**src/rtl/bcd_arb_pkg.sv**
```systemverilog
// Shared types and helpers for the 10-way BCD-indexed request arbiter.
package bcd_arb_pkg;

  localparam int N_REQ = 10;
  localparam int BCD_W = 4;

  typedef enum logic [1:0] {
    IDLE    = 2'd0,
    GRANT   = 2'd1,
    RELEASE = 2'd2
  } state_t;

  typedef struct packed {
    logic             valid;
    logic [BCD_W-1:0] bcd;
  } enc_t;

  // (a + b) mod 10 for a, b in 0..9; result stays a legal BCD digit
  function automatic logic [BCD_W-1:0] bcd_add_wrap(input logic [BCD_W-1:0] a,
                                                    input logic [BCD_W-1:0] b);
    logic [BCD_W:0] s;
    s = {1'b0, a} + {1'b0, b};
    if (s >= (BCD_W+1)'(N_REQ)) s = s - (BCD_W+1)'(N_REQ);
    return s[BCD_W-1:0];
  endfunction

endpackage

```
**src/rtl/bcd_prio_enc.sv**
```systemverilog
// Combinational 10-bit priority encoder with rotating start point; rev=1 searches
// downward from index 9 (fixed priority), rev=0 searches upward from ptr with wrap.
module bcd_prio_enc
  import bcd_arb_pkg::*;
(
  input  logic [N_REQ-1:0] req,
  input  logic [BCD_W-1:0] ptr,
  input  logic             rev,
  output enc_t             win
);

  logic [BCD_W-1:0] idx;

  // Walk the search order backwards so the last hit kept is the first in order.
  always_comb begin
    win.valid = |req;
    win.bcd   = '0;
    idx       = '0;
    for (int i = N_REQ-1; i >= 0; i--) begin
      idx = rev ? BCD_W'(N_REQ-1-i) : bcd_add_wrap(ptr, BCD_W'(i));
      if (req[idx]) win.bcd = idx;
    end
  end

endmodule

```
**src/rtl/bcd_req_arbiter.sv**
```systemverilog
// Arbitrates one shared resource among 10 requesters; grant held until done,
// abandon or timeout, and reported one-hot plus as a BCD digit.
module bcd_req_arbiter
  import bcd_arb_pkg::*;
#(
  parameter int unsigned TIMEOUT = 255
) (
  input  logic             clk,
  input  logic             rst_n,
  input  logic [N_REQ-1:0] req_i,
  input  logic             done_i,
  input  logic             rr_mode_i,
  output logic [N_REQ-1:0] gnt_o,
  output logic [BCD_W-1:0] gnt_bcd_o,
  output logic             gnt_valid_o,
  output logic             timeout_o
);

  localparam int TW = (TIMEOUT > 0) ? $clog2(TIMEOUT+1) : 1;
  localparam logic [TW-1:0] TLAST = TW'((TIMEOUT > 0) ? TIMEOUT-1 : 0);

  state_t           state, state_nxt;
  logic [BCD_W-1:0] owner;
  logic [BCD_W-1:0] rr_ptr;
  logic [TW-1:0]    tcnt;
  logic             timeout_q;
  logic             rel_to;
  enc_t             win;

  bcd_prio_enc u_enc (
    .req (req_i),
    .ptr (rr_mode_i ? rr_ptr : BCD_W'(0)),
    .rev (~rr_mode_i),
    .win (win)
  );

  always_ff @(posedge clk) begin
    if (!rst_n) state <= IDLE;
    else        state <= state_nxt;
  end

  // done beats abandon beats timeout, so a pulse only fires on a genuine stall
  always_comb begin
    state_nxt = state;
    rel_to    = 1'b0;
    case (state)
      IDLE:    if (win.valid) state_nxt = GRANT;
      GRANT: begin
        if (done_i)              state_nxt = RELEASE;
        else if (!req_i[owner])  state_nxt = RELEASE;
        else if (TIMEOUT != 0 && tcnt == TLAST) begin
          state_nxt = RELEASE;
          rel_to    = 1'b1;
        end
      end
      RELEASE: state_nxt = IDLE;
      default: state_nxt = IDLE;
    endcase
  end

  always_ff @(posedge clk) begin
    if (!rst_n) begin
      owner     <= '0;
      rr_ptr    <= '0;
      tcnt      <= '0;
      timeout_q <= 1'b0;
    end else begin
      timeout_q <= rel_to;
      case (state)
        IDLE: begin
          tcnt <= '0;
          if (win.valid) owner <= win.bcd;
        end
        GRANT:   if (tcnt != '1) tcnt <= tcnt + 1'b1;
        RELEASE: rr_ptr <= bcd_add_wrap(owner, BCD_W'(1));
        default: ;
      endcase
    end
  end

  assign gnt_valid_o = (state == GRANT);
  assign gnt_bcd_o   = gnt_valid_o ? owner : '0;
  assign gnt_o       = gnt_valid_o ? (N_REQ'(1) << owner) : '0;
  assign timeout_o   = timeout_q;

endmodule
```
**config.mk**
```make
export PLATFORM = sky130hd
export DESIGN_NAME = bcd_req_arbiter
export DESIGN_NICKNAME = d
export VERILOG_FILES = /design/src/rtl/bcd_arb_pkg.sv /design/src/rtl/bcd_prio_enc.sv /design/src/rtl/bcd_req_arbiter.sv
export SDC_FILE = /design/constraint.sdc
export NUM_CORES = 1
export LEC_CHECK = 0
export CORE_MARGIN = 8
export CORE_UTILIZATION = 55
export DETAILED_ROUTE_END_ITERATION = 12
export GPL_TIMING_DRIVEN = 0
export PLACE_DENSITY_LB_ADDON = 0.15
export SKIP_CTS_REPAIR_TIMING = 1
export SYNTH_ARGS = -nofsm -noshare
export SYNTH_HDL_FRONTEND = slang
export SYNTH_SLANG_ARGS = --single-unit
```
**constraint.sdc**
```tcl
create_clock -name clk -period 6.62 [get_ports clk]
set_input_delay 1.655 -clock clk [delete_from_list [all_inputs] [get_ports clk]]
set_output_delay 1.655 -clock clk [all_outputs]
set_load 0.005 [all_outputs]
```
-- Word level (Yosys, flattened, before mapping)
Cells that the tools add are included.
- register bits after elaboration: 19
- logic and storage cells: 131
- output and inout bits: 16
- reductions and logical operators: 7
- shifts and indexed selects: 1
- order comparisons: 22
- mux-type cells: 64
- bitwise gates (word level): 3
- $add $sub $neg: 22
- eq/ne operators: 7
- operators by type and width (cell ; count):
    $mux W4 ; 33
    $lt A4 B5 Y1 const B ; 11
    $ge A5 B4 Y1 const B ; 10
    $bmux W1 S4 ; 11
    $sub A4 B4 Y4 const B ; 11
    $add A4 B3 Y5 const B ; 4
    $pmux W8 S2 ; 1
    $mux W1 ; 12
    $add A4 B1 Y5 const B ; 2
    $add A4 B2 Y5 const B ; 2
    $add A4 B4 Y5 const B ; 2
    $mux W10 ; 1
    $reduce_or A10 Y1 ; 1
    $shl A1 B4 Y10 const A ; 1
    $add A8 B1 Y8 const B ; 1
    $eq A8 B8 Y1 const B ; 1
    $mux W2 ; 4
    $mux W8 ; 1
    $ne A8 B8 Y1 const B ; 1
    $reduce_and A2 Y1 ; 3
    $ge A4 B4 Y1 const B ; 1
    $ne A2 B1 Y1 const B ; 2
    $ne A4 B3 Y1 const B ; 1
    $pmux W2 S2 ; 1
    6 further kinds ; 8

-- Longest topological paths before layout
Gate-level depths: netlist of run 1.
- depth in word-level cells: 17
- mapped depth: 17
- depth with buffers taken out: 14

-- Modules after synthesis
Synthesis of run 1 repeated with hierarchy kept, for this count alone.
- cells, all modules: 530
- area, all modules: 4150.2 µm²
- modules (own cells, without submodules) (module ; times used ; area each (µm²) ; cells an instance):
    bcd_prio_enc ; 1 ; 2778.9 ; 367
    bcd_req_arbiter ; 1 ; 1371.3 ; 163

-- Worst setup path after synthesis of run 1
Ideal clock, no wire load.
- path kind: input to register
- start point: in rr_mode_i
- end point: reg owner[0]
- library setup time: 0.130 ns
- arrival: 4.953 ns
- cell stages on the path: 16
- data required time: 6.490 ns
- path buffers: 5
- setup slack: 1.537 ns
- cells stage by stage: buf_2 buf_2 buf_2 buf_2 buf_1 nand2_1 inv_1 ha_1 and3b_1 a311oi_2 o32ai_2 mux2i_1 a311o_2 or4_1 a21oi_1 o22ai_1
- longest elaborated chain between the ends: 17
- elaborated cells on any way between the ends: 80
- classes of those cells: add/sub (19); order compare (10); mux (51)
- ends and longest elaborated chain (what ; RTL line ; RTL):
    from (decl) ; bcd_req_arbiter.sv:12 ; input logic rr_mode_i,
    $mux W4 ; bcd_req_arbiter.sv:32 ; .ptr (rr_mode_i ? rr_ptr : BCD_W'(0)),
    $add A4 B4 Y5 ; bcd_arb_pkg.sv:22 ; s = {1'b0, a} + {1'b0, b};
    $sub A4 B4 Y4 / $ge A5 B4 Y1 (equally long branches) ; bcd_arb_pkg.sv:23 ; if (s >= (BCD_W+1)'(N_REQ)) s = s - (BCD_W+1)'(N_REQ);
    $mux W4 ; bcd_arb_pkg.sv:23 ;
    $mux W4 ; bcd_prio_enc.sv:20 ; idx = rev ? BCD_W'(N_REQ-1-i) : bcd_add_wrap(ptr, BCD_W'(i));
    $bmux W1 S4 ; bcd_prio_enc.sv:21 ; if (req[idx]) win.bcd = idx;
    $mux W1 (implied by the code) ; bcd_prio_enc.sv:21 ;
    $mux W4 (9 in a row) ; bcd_prio_enc.sv:21 ;
    $mux W4 (*) ; bcd_prio_enc.sv:21 ;
    to (signal assigned) ; bcd_req_arbiter.sv:72 ; if (win.valid) owner <= win.bcd;
    to (decl) ; bcd_req_arbiter.sv:23 ; logic [BCD_W-1:0] owner;
Every way passes the cells marked *; elsewhere a longest branch is shown, timed or not. The select of a mux whose other input is x is not followed.
A chain may end at the register's enable or synchronous reset.

-- Worst setup path in the final report of run 1
Same ends and word-level chain as after synthesis.

==> results.txt, run 1 <==
GRT overflow - 0
TritonCTS Sinks - 19
Slowest stage delay, CP - 580 ps
H-Tree Depth - 1
Cells after synthesis - 553
Crit path max fanout - 10
P&R area growth vs syn - 11.33%
Worst EP required - 6790 ps
P_int - 0.3563 mW
Setup TNS - 0 ps
I/O Buffers - 27
Crit-path leading delay family - buffers and inverters
Initial DRC count - 743
Combinational fraction of design power - 0.681
Residual DRC - 0
Core Region - 7176 sq um
Reg2Reg Setup Slack - 2340 ps
Pre-CTS WS - -171.4 ps
Starting density of the core - 0.5604
Design Area, Final - 4477 sq um
CP dominant cell by count - buf_2
Min setup slack post-route - 245.9 ps
Crit path buffers/inverters - 7
Register area share after synthesis - 0.09459
Slew Limit Fails - 0
Max clock buf depth - 2
Cts bufs inserted - 3
NetSw - 0.3613 mW
Crit path kind - in -> reg
Top Ports - 30
Gpl congestion - 1.060
Post-Syn Nets - 583
Startpoint Class - input port
Async SR Flop Fraction - 0
Unique masters post-synth - 91
# Max-Cap Violations - 0
Post-synth EDFFs - 0
Clock latency on the worst-skew pair - 280 ps
First-pass GRT wire length - 23370 microns
Layout cell share with drive strength beyond 1 - 0.1147
Switching share of power - 0.5035
Tot Pwr - 0.7176 mW
Crit. End Element - flip-flop
Flops & latches, synth - 19
Most frequent cells in the layout - nand2_1, a21oi_1, nor2_1
Least-Margin Pin Slew - 934.5 ps
Fill count - 683
Crit path DAT - 6550 ps
N_diodes - 0
Final Skew - 26.29 ps
Wire per inst - 22.15 microns
Die H - 101.5 microns
Hold Fails Final Rpt - 0
Total track usage - 0.2885
Hold Slack - 494.9 ps
Final setup fails - 0
Post-layout min period - 6374 ps
Antenna Nets Post-Route - 0
Slew Limit Headroom - 0.3592
Sequential fraction of design power - 0.189
Mean Syn Cell Area - 7.272 sq um
CTS tree - done
Finished Core Util - 0.6239
Clk root buf - clkbuf_8
Final worst-path cycle share - 0.9629
Initial antenna violation count - 0
Power share of the clock group - 0.130
DP Wirelength - 11680 microns
DP Area - 4415 sq um
Non-Filler Instances - 683
Vias in the first global route - 4242
Synth Flop Type - dfxtp_1
Nets - 615
Highest Clock Rate - 156.9 MHz
P per Cell Area - 160.3 nW/um^2
Dpl cells - 679
Leak - 1.688 nW
Synth Warn # - 0
Die width - 101.5 microns
Final wirelength - 15130 microns
TritonRoute pass-1 iters - 8
Vias/cell - 6.975
Crit path cell chain - clkdlybuf4s50_1, buf_2, buf_2, buf_2, buf_2, clkbuf_2, nand2_1, inv_1, ha_1, and3b_1, a311oi_2, o211ai_1, a2111oi_4, a311o_2, o21a_1, o41ai_1, a2111oi_0, o22ai_1
Peak supply drop - 0.07761 mV
Synth Cell Area - 4021 sq um
Slowest cell on the critical path - clkdlybuf4s50_1
Worst Hold Class - reg -> reg
Commonest non-fill, non-tap cell in the layout - nand2_1
Status - completed
Unrepaired setup endpoints after global routing - false
FP Rows - 31
Reg clk slew, reported paths - 110 ps
Vias - 4764
Largest net degree at the start of global routing - 13
Die footprint - 10300 sq um
[worst paths after layout]
kind | from | to | cells after the start
hold / removal | tcnt[5] | tcnt[5] | 2
setup / recovery | rr_mode_i | owner[0] | 18
setup reg to reg | rr_ptr[0] | owner[0] | 14
hold reg to reg | tcnt[5] | tcnt[5] | 2
[power groups by stage]
| stage | combinational [mW] | clock [mW] | sequential [mW] |
|---|---|---|---|
| global route | 0.523 | 0.0945 | 0.137 |
| finish | 0.489 | 0.0931 | 0.136 |
| floorplan | 0.343 | 0 | 0.134 |
| detailed placement | 0.466 | 0 | 0.138 |
| global placement | 0.464 | 0 | 0.138 |
| CTS | 0.470 | 0.0910 | 0.135 |
[synthesized netlist by cell type (all sizes together) (5+ instances only)]
library cell / number / area [sq um]
and2: 10 / 62.56
xor2: 7 / 61.31
clkbuf: 15 / 56.30
o22ai: 6 / 43.79
a21oi: 41 / 216.5
nor3b: 7 / 57.55
a221oi: 5 / 67.57
a21boi: 5 / 37.54
a31oi: 7 / 43.79
xnor2: 7 / 61.31
nand2: 58 / 220.2
o31ai: 7 / 57.55
o211ai: 13 / 97.59
buf: 25 / 187.7
and3: 13 / 81.33
or3: 7 / 43.79
a211oi: 9 / 67.56
mux2: 5 / 56.30
nor3: 16 / 80.08
a21o: 10 / 75.07
nand2b: 12 / 75.07
nor2: 35 / 131.4
ha: 16 / 200.2
o21ai: 29 / 145.1
dfxtp: 19 / 380.4
mux2i: 27 / 274.0
or2: 5 / 33.79
nand3: 18 / 90.09
and3b: 7 / 61.31
nor2b: 13 / 81.33
inv: 23 / 86.33
[logic make-up (layout without fill, tap and decap cells)]
family	count (synthesis)	count (layout)	share of synthesized area
AND/OR/NAND/NOR	224	224	0.3055
AO/OA/AOI/OAI	182	182	0.3385
buffers and inverters	63	94	0.08214
multiplexers	35	35	0.09894
flip-flops	19	19	0.09458
adder cells (fa/ha/maj)	16	16	0.04978
XOR/XNOR	14	14	0.03049
[sequential cells by signal, summed over array words and instances (netlist names)]
signal,flops
rr_ptr,4
state,2
timeout_o,1
tcnt,8
owner,4
[worst min-delay path, delay by kind of cell (launching register included)]
family         cells  cell delay (ps)
AO/OA/AOI/OAI      2              130
flip-flops         1              320
[routing by layer]
metal,wire length (microns),GRT usage
met5,0,0
met4,762,0.1180
met3,1937,0.05636
met2,6253,0.4316
met1,6175,0.3922
[area by class of cell]
type	instances	area, sq um	share of cell area
sequential	19	380.4	0.08496
multi-input combinational	471	3322	0.7420
clock buffer	3	41.29	0.009223
clock inverter	1	7.507	0.001677
buffer	40	245.2	0.05478
inverter	23	86.33	0.01928
timing repair buffer	27	270.3	0.06037
tap	99	123.9	0.02767
Note: power is estimated with default switching activity, not from simulation.
==> run 2: changes to the inputs <==
--- a/config.mk
+++ b/config.mk
@@ -6,7 +6,7 @@
 export NUM_CORES = 1
 export LEC_CHECK = 0
 export CORE_MARGIN = 8
-export CORE_UTILIZATION = 55
+export CORE_UTILIZATION = 50
 export DETAILED_ROUTE_END_ITERATION = 12
 export GPL_TIMING_DRIVEN = 0
 export PLACE_DENSITY_LB_ADDON = 0.15
==> run 2 against run 1 <==
  * Critical path depth unchanged
  * Fmax increased by 0.40%
  * Total power decreased by 1.6%
  * Sequential share of layout area about the same
  * Worst setup slack improved by 25 ps
  * Die area increased by 8.4%
  * Clock skew decreased by 24 ps
  * Register-to-register slack about the same
  * Combinational power about the same
  * Non-clock buffer count unchanged
  * Via count decreased by 0.46%
  * Largest cell class unchanged
  * Largest power group unchanged
==> results.txt, run 2 (synthesized netlist as in run 1, its figures left out) <==
Slew Limit Headroom - 0.2791
Status - completed
Die footprint - 11170 sq um
Initial DRC count - 625
Commonest non-fill, non-tap cell in the layout - nand2_1
Startpoint Class - input port
Largest net degree at the start of global routing - 11
Crit. End Element - flip-flop
Hold Fails Final Rpt - 0
P per Cell Area - 157.9 nW/um^2
GRT overflow - 0
Vias/cell - 6.913
Final worst-path cycle share - 0.9590
Post-layout min period - 6349 ps
Layout cell share with drive strength beyond 1 - 0.1113
Die H - 105.7 microns
Final wirelength - 15160 microns
TritonRoute pass-1 iters - 6
Leak - 1.689 nW
N_diodes - 0
Total track usage - 0.2619
I/O Buffers - 27
Unrepaired setup endpoints after global routing - false
Highest Clock Rate - 157.5 MHz
Core Region - 7767 sq um
Vias in the first global route - 4487
Crit path kind - in -> reg
Top Ports - 30
DP Wirelength - 11830 microns
Reg2Reg Setup Slack - 2330 ps
Largest regs - tcnt x8, owner x4, rr_ptr x4
Gpl congestion - 1.025
Max FFs per register - 8
Worst r2r path cells - 14
Wire per inst - 22.09 microns
# Max-Cap Violations - 0
Initial antenna violation count - 0
Hold endpoint - tcnt[7]
Worst r2r src - rr_ptr[1]
Most frequent cells in the layout - nand2_1, a21oi_1, nor2_1
Max clock buf depth - 2
Die width - 105.7 microns
Final setup fails - 0
Worst Hold Class - reg -> reg
Clk root buf - clkbuf_8
FP Rows - 32
CTS tree - done
Tot Pwr - 0.7063 mW
Met1 wire length - 6527 microns
Fill count - 748
Min-Delay Startpoint - tcnt[7]
Final Skew - 1.898 ps
P&R area growth vs syn - 11.26%
Cts bufs inserted - 3
H-Tree Depth - 1
Peak supply drop - 0.09411 mV
Crit path DAT - 6490 ps
Starting density of the core - 0.5177
Reg clk slew, reported paths - 70 ps
Antenna Nets Post-Route - 0
Detail Route met2 WL - 6586 microns
Area of the multi-input gates - 3317 sq um
Met3 routed WL - 1620 microns
Crit path max fanout - 10
Most flop-heavy register - tcnt
Nets - 615
Vias - 4742
TritonCTS Sinks - 19
First-pass GRT wire length - 23970 microns
DR top layer - met4
Design Area, Final - 4474 sq um
DP Area - 4419 sq um
Hold Path Stages - 2
Least-Margin Pin Slew - 1074 ps
Reg area - 380.4 sq um
Reg2reg end - owner[0]
Worst EP required - 6760 ps
Residual DRC - 0
Slew Limit Fails - 0
Clock latency on the worst-skew pair - 260 ps
-- run 2: worst max-delay path by stage --
stage	endpoint	startpoint	slack, ps
2_1_floorplan	owner[0]	rr_mode_i	1540
3_3_place_gp	owner[0]	rr_mode_i	-340
3_5_place_dp	owner[0]	rr_mode_i	-340
4_1_cts	owner[0]	rr_mode_i	-60
5_1_grt	owner[0]	rr_mode_i	9
6_report	owner[0]	rr_mode_i	270
-- run 2: area by class of cell --
class                           instances  area share
Multi-Input combinational cell        471      0.7413
Timing Repair Buffer                   27     0.06040
Clock buffer                            4     0.01007
Tap cell                              102     0.02852
Inverter                               23     0.01930
Buffer                                 40     0.05537
Sequential cell                        19     0.08501
-- run 2: layer usage --
layer,GRT usage,vias up
li1,-,2147
met1,0.3512,2213
met2,0.4044,333
met3,0.05542,49
met4,0.08844,0
met5,0,-
-- run 2: metrics by stage --
step	cells	setup TNS [ps]	util	hold WS [ps]	setup slack, ps
after floorplan	553	0	-	453.9	1537
after global placement	682	-362.9	0.5689	468.5	-338.0
after detailed placement	682	-337.5	0.5689	486.3	-337.5
after CTS	686	-57.64	0.5747	496.9	-57.64
after global routing	686	0	0.5760	559.9	8.605
final	686	0	0.5760	503.9	271.3
-- run 2: worst max-delay path, stage by stage --
cell and delay (ps):
clkdlybuf4s50_1 580, buf_2 310, buf_2 280, buf_2 280, buf_2 290, clkbuf_4 290, nand2_1 100, inv_1 60
ha_1 250, nand2b_1 160, a311oi_2 410, o211ai_1 210, a2111oi_4 500, a311o_2 240, o21a_1 160, o41ai_1 90
a2111oi_0 460, o22ai_1 120
-- run 2: where the power goes --
group / switching [mW] / internal (mW)
clock: 0.0396 / 0.0429
combinational: 0.297 / 0.190
sequential: 0.0132 / 0.124
